`config.mk`:
```
export PLATFORM = sky130hd
export DESIGN_NAME = mem_arbiter
export DESIGN_NICKNAME = d
export VERILOG_FILES = /design/src/rtl/mem_arbiter.sv
export SDC_FILE = /design/constraint.sdc
export NUM_CORES = 2
export LEC_CHECK = 0
export ABC_AREA = 1
export ABC_CLOCK_PERIOD_IN_PS = 77500
export CAP_MARGIN = 0
export CORE_AREA = 2 2 643 645
export CTS_CLUSTER_DIAMETER = 200
export DETAILED_ROUTE_END_ITERATION = 12
export DIE_AREA = 0 0 645 647
export GPL_TIMING_DRIVEN = 0
export PLACE_DENSITY_LB_ADDON = 0.08
export SLEW_MARGIN = 20
export SYNTH_ARGS = -nofsm -noshare
export SYNTH_HDL_FRONTEND = slang
export SYNTH_SLANG_ARGS = --single-unit
```
`constraint.sdc`:
```
create_clock -name clk -period 77.5 [get_ports clk]
set_clock_uncertainty 0.1 [all_clocks]
set_input_delay 23.25 -clock clk [delete_from_list [all_inputs] [get_ports clk]]
set_output_delay 23.25 -clock clk [all_outputs]
set_load 0.01 [all_outputs]
```
`src/rtl/mem_arbiter.sv`:
```
// Two-port round-robin arbiter sharing one line-granular main_mem port between two caches.
// Serializes transactions, keeps a registered read-line buffer and a grant counter per port.
module mem_arbiter #(
    parameter int unsigned LINE_ADDR_LEN = 3,
    parameter int unsigned ADDR_LEN      = 10
) (
    input  logic                                  clk,
    input  logic                                  rst,

    input  logic                                  p0_rd_req,
    input  logic                                  p0_wr_req,
    input  logic [ADDR_LEN-1:0]                   p0_addr,
    input  logic [(1<<LINE_ADDR_LEN)-1:0][31:0]   p0_wr_line,
    output logic                                  p0_gnt,
    output logic [(1<<LINE_ADDR_LEN)-1:0][31:0]   p0_rd_line,
    output logic [31:0]                           p0_grant_cnt,

    input  logic                                  p1_rd_req,
    input  logic                                  p1_wr_req,
    input  logic [ADDR_LEN-1:0]                   p1_addr,
    input  logic [(1<<LINE_ADDR_LEN)-1:0][31:0]   p1_wr_line,
    output logic                                  p1_gnt,
    output logic [(1<<LINE_ADDR_LEN)-1:0][31:0]   p1_rd_line,
    output logic [31:0]                           p1_grant_cnt,

    output logic                                  mem_rd_req,
    output logic                                  mem_wr_req,
    output logic [ADDR_LEN-1:0]                   mem_addr,
    output logic [(1<<LINE_ADDR_LEN)-1:0][31:0]   mem_wr_line,
    input  logic                                  mem_gnt,
    input  logic [(1<<LINE_ADDR_LEN)-1:0][31:0]   mem_rd_line
);

    localparam int unsigned LineSize = 1 << LINE_ADDR_LEN;

    typedef logic [LineSize-1:0][31:0] line_t;
    typedef enum logic {StIdle, StBusy} state_e;

    state_e              state_q, state_d;
    logic                owner_q, owner_d;
    logic                op_wr_q, op_wr_d;
    logic                rr_next_q, rr_next_d;
    logic [ADDR_LEN-1:0] addr_q, addr_d;
    line_t               wr_line_q, wr_line_d;
    line_t               p0_rd_line_q, p0_rd_line_d;
    line_t               p1_rd_line_q, p1_rd_line_d;
    logic [31:0]         p0_cnt_q, p0_cnt_d;
    logic [31:0]         p1_cnt_q, p1_cnt_d;

    logic req0, req1, win;

    assign req0 = p0_rd_req | p0_wr_req;
    assign req1 = p1_rd_req | p1_wr_req;

    always_comb begin
        state_d      = state_q;
        owner_d      = owner_q;
        op_wr_d      = op_wr_q;
        rr_next_d    = rr_next_q;
        addr_d       = addr_q;
        wr_line_d    = wr_line_q;
        p0_rd_line_d = p0_rd_line_q;
        p1_rd_line_d = p1_rd_line_q;
        p0_cnt_d     = p0_cnt_q;
        p1_cnt_d     = p1_cnt_q;
        p0_gnt       = 1'b0;
        p1_gnt       = 1'b0;
        mem_rd_req   = 1'b0;
        mem_wr_req   = 1'b0;
        win          = 1'b0;

        unique case (state_q)
            StIdle: begin
                if (req0 | req1) begin
                    win       = (req0 & req1) ? rr_next_q : req1;
                    owner_d   = win;
                    addr_d    = win ? p1_addr : p0_addr;
                    wr_line_d = win ? p1_wr_line : p0_wr_line;
                    // Write beats read on the same port so a write-back precedes its fill.
                    op_wr_d   = win ? p1_wr_req : p0_wr_req;
                    state_d   = StBusy;
                end
            end
            StBusy: begin
                mem_wr_req = op_wr_q;
                mem_rd_req = ~op_wr_q;
                if (mem_gnt) begin
                    if (owner_q) begin
                        p1_gnt   = 1'b1;
                        p1_cnt_d = p1_cnt_q + 32'd1;
                        if (!op_wr_q) p1_rd_line_d = mem_rd_line;
                    end else begin
                        p0_gnt   = 1'b1;
                        p0_cnt_d = p0_cnt_q + 32'd1;
                        if (!op_wr_q) p0_rd_line_d = mem_rd_line;
                    end
                    rr_next_d = ~owner_q;
                    state_d   = StIdle;
                end
            end
        endcase
    end

    always_ff @(posedge clk or posedge rst) begin
        if (rst) begin
            state_q      <= StIdle;
            owner_q      <= 1'b0;
            op_wr_q      <= 1'b0;
            rr_next_q    <= 1'b0;
            addr_q       <= '0;
            wr_line_q    <= '0;
            p0_rd_line_q <= '0;
            p1_rd_line_q <= '0;
            p0_cnt_q     <= '0;
            p1_cnt_q     <= '0;
        end else begin
            state_q      <= state_d;
            owner_q      <= owner_d;
            op_wr_q      <= op_wr_d;
            rr_next_q    <= rr_next_d;
            addr_q       <= addr_d;
            wr_line_q    <= wr_line_d;
            p0_rd_line_q <= p0_rd_line_d;
            p1_rd_line_q <= p1_rd_line_d;
            p0_cnt_q     <= p0_cnt_d;
            p1_cnt_q     <= p1_cnt_d;
        end
    end

    // Latched copies keep the downstream address and data stable across the whole transaction.
    assign mem_addr     = addr_q;
    assign mem_wr_line  = wr_line_q;
    assign p0_rd_line   = p0_rd_line_q;
    assign p1_rd_line   = p1_rd_line_q;
    assign p0_grant_cnt = p0_cnt_q;
    assign p1_grant_cnt = p1_cnt_q;

endmodule
```
==> run summary <==
outcome: completed
Buf/Inv on CP: 3
initial core utilization: 0.0836
most numerous cell in the Yosys netlist: nand2_1
Critical Path RT: 54.15 ns
R2R Setup Slk: 74.50 ns
critical path endpoint category: primary output
Syn Inst Count: 3856
ys flop type: dfrtp_1
fin crit share: 0.626
vias in the first global route: 36800
Ports: 1641
FMAX: 20.6 MHz
input/output buffers: 1640
initial antenna violation count: 244
Worst-path clk slew: 0.05 ns
worst min-delay path class: flip-flop to flip-flop
H-Tree Depth: 4
Worst Path Arrival: 25.20 ns
DRC Markers: 0
Post-synth EDFFs: 0
Worst VDD drop: 0.0142 mV
pwr dens: 41.5 nW/µm²
WL per Instance: 29.2 µm
Pre-Repair DR Iteration Count: 8
die height: 647 µm
Area Growth Syn to Fin: 82.4%
routed vias/inst: 3.21
hold endpoint: p1_rd_line[18]
Clock Sink Count: 846
worst slack at placement: 28.89 ns
worst reg2reg path depth: 6
Yosys top cell by area: dfrtp_1
Critical R2R Capture: p0_rd_line[25]
Synth warnings: 0
Worst path slowest cell: clkdlybuf4s50_1
Post-CTS Resized: 0
Top cell by count, worst path: clkdlybuf4s50_1
worst-margin pin slew: 1.22 ns
grt total ovfl: 0
register area share after synthesis: 0.616
Tot Pwr: 0.00260 W
crit path kind: input pin to primary output
Slowest Stage Delay on Critical Path: 0.61 ns
post-synth cell types: 25
delay-heaviest family, CP: buffers and inverters
fin worst setup slack: 28.95 ns
maxcap violations: 0
Layout Nets: 6451
Clock Root Buffer: clkbuf_16
pin count of the biggest net entering global routing: 84
crit path time final: 48.55 ns
crit path cell chain: clkdlybuf4s50_1 -> nand2_4 -> nor2_4 -> buf_2 -> clkdlybuf4s50_1
Hold Vio Cnt, Final: 0
RSZ-0062 raised after global routing: no
Area contributors post-synth: dfrtp_1, o21ai_0, nand2_1
final RePlAce weighted congestion: 0.872
FP Rows: 236
CP startpoint kind: input pin
Clock Latency Late Sink: 0.82 ns
hpwl dp: 276000 µm
Critical Path Fanout Max: 10
Relative slew margins: 0.179
FF+latch count, synth: 846
sum of negative setup slack: 0 ns
Die ar.: 417000 µm²
Leakage: 25.9 nW
GRT Util Overall: 0.152
CTS max path bufs: 4
syn_nets: 4653
Post-Synthesis Cell Area: 34300 µm²
final setup fails: 0
worst hold start: p1_rd_line[18]
share of cells above drive strength 1: 0.0639
TritonCTS Buffers: 142
final WL: 329000 µm
CTS tree: built
Core Area: 411000 µm²
Slew Limit Fails: 0
commonest cells in the synthesized netlist: nand2_1, dfrtp_1, o21ai_0
Hold Path Stages: 2
Synth top area share: 0.616
first-pass GRT wire length: 415000 µm
# Post-CTS Setup Buffers: 0
cts hold-fix bufs: 0
r2r startpoint: state_q
Post-Syn Area per Cell: 8.91 µm²
Async SR Flop Fraction: 1.00
routed vias: 36100
Initial DRC Count: 2149
width of the die: 645 µm
ANT nets after route: 0
cell type report:
| class | instances | area, µm² |
|---|---|---|
| Antenna cell | 24 | 60.1 |
| Sequential cell | 846 | 21200 |
| Timing Repair Buffer | 1654 | 16800 |
| Clock buffer | 226 | 4260 |
| Buffer | 230 | 1050 |
| Tap cell | 5474 | 6850 |
| Multi-Input combinational cell | 2461 | 10900 |
| Clock inverter | 20 | 320 |
| Inverter | 319 | 1200 |
| Fill cell | 46800 | 348000 |
how the worst max path moves through the flow:
stage,from,to,depth (start not counted)
after floorplan,rst,mem_addr[0],1
after global placement,rst,p1_rd_line[65],2
after detailed placement,mem_gnt,p0_gnt,5
after CTS,mem_gnt,p0_gnt,5
after global routing,mem_gnt,p0_gnt,5
final,mem_gnt,p0_gnt,5
cells in the final DEF, fill, tap and decap left out, types with 14 or more instances in the layout:
cell / Yosys / layout
clkdlybuf4s50_1: 0 / 1640
nand2_1: 952 / 952
dfrtp_1: 846 / 846
o21ai_0: 774 / 774
nor2_1: 349 / 349
inv_1: 317 / 316
o21ai_1: 274 / 274
clkbuf_16: 0 / 148
buf_2: 142 / 142
clkbuf_1: 87 / 135
nand3_1: 29 / 29
clkbuf_8: 0 / 26
diode_2: 0 / 24
xnor2_1: 20 / 20
xor2_1: 15 / 15
nand4_1: 14 / 14
registers in the layout, summed over array words and instances (netlist names):
name          count
p0_grant_cnt     32
p1_grant_cnt     32
state_q           1
p0_rd_line      256
mem_addr         10
p1_rd_line      256
owner_q           1
op_wr_q           1
mem_wr_line     256
rr_next_q         1
cell families (layout without fill, tap and decap cells):
logic type | Yosys count | count (layout) | share of synthesized area
AND/OR/NAND/NOR | 1372 | 1372 | 0.155
AO/OA/AOI/OAI | 1052 | 1052 | 0.153
flip-flops | 846 | 846 | 0.616
buffers and inverters | 549 | 2449 | 0.0652
XOR/XNOR | 35 | 35 | 0.00893
adder cells (fa/ha/maj) | 2 | 2 | 0.000728
other | 0 | 24 | 0
through the flow:
stage,cells,hold slack [ns],utilization,cell area [µm²]
2_1_floorplan,3856,0.350,-,34300
3_3_place_gp,11000,0.368,0.140,57600
3_5_place_dp,11000,0.372,0.141,58000
4_1_cts,11200,0.386,0.152,62600
5_1_grt,11200,0.404,0.152,62600
6_report,11300,0.377,0.152,62600
per-layer routing:
layer / share of wire / wire, µm / global-route usage
met1: 0.43 / 142000 / 0.196
met2: 0.45 / 148000 / 0.242
met3: 0.090 / 29700 / 0.0549
met4: 0.025 / 8110 / 0.0318
met5: 0.0013 / 432 / 0
where the power goes:
group	total (W)	switching, W	internal [W]
Sequential	0.000774	0.000136	0.000638
Clock	0.000668	0.000269	0.000398
Combinational	0.00116	0.000674	0.000482
Total	0.00260	0.00108	0.00152
worst min-delay path, cell delays in order (launching register included):
cell     delay (ns)
dfrtp_1        0.33
nand2_1        0.05
o21ai_0        0.06
No activity file was read; power rests on OpenSTA's default activity.
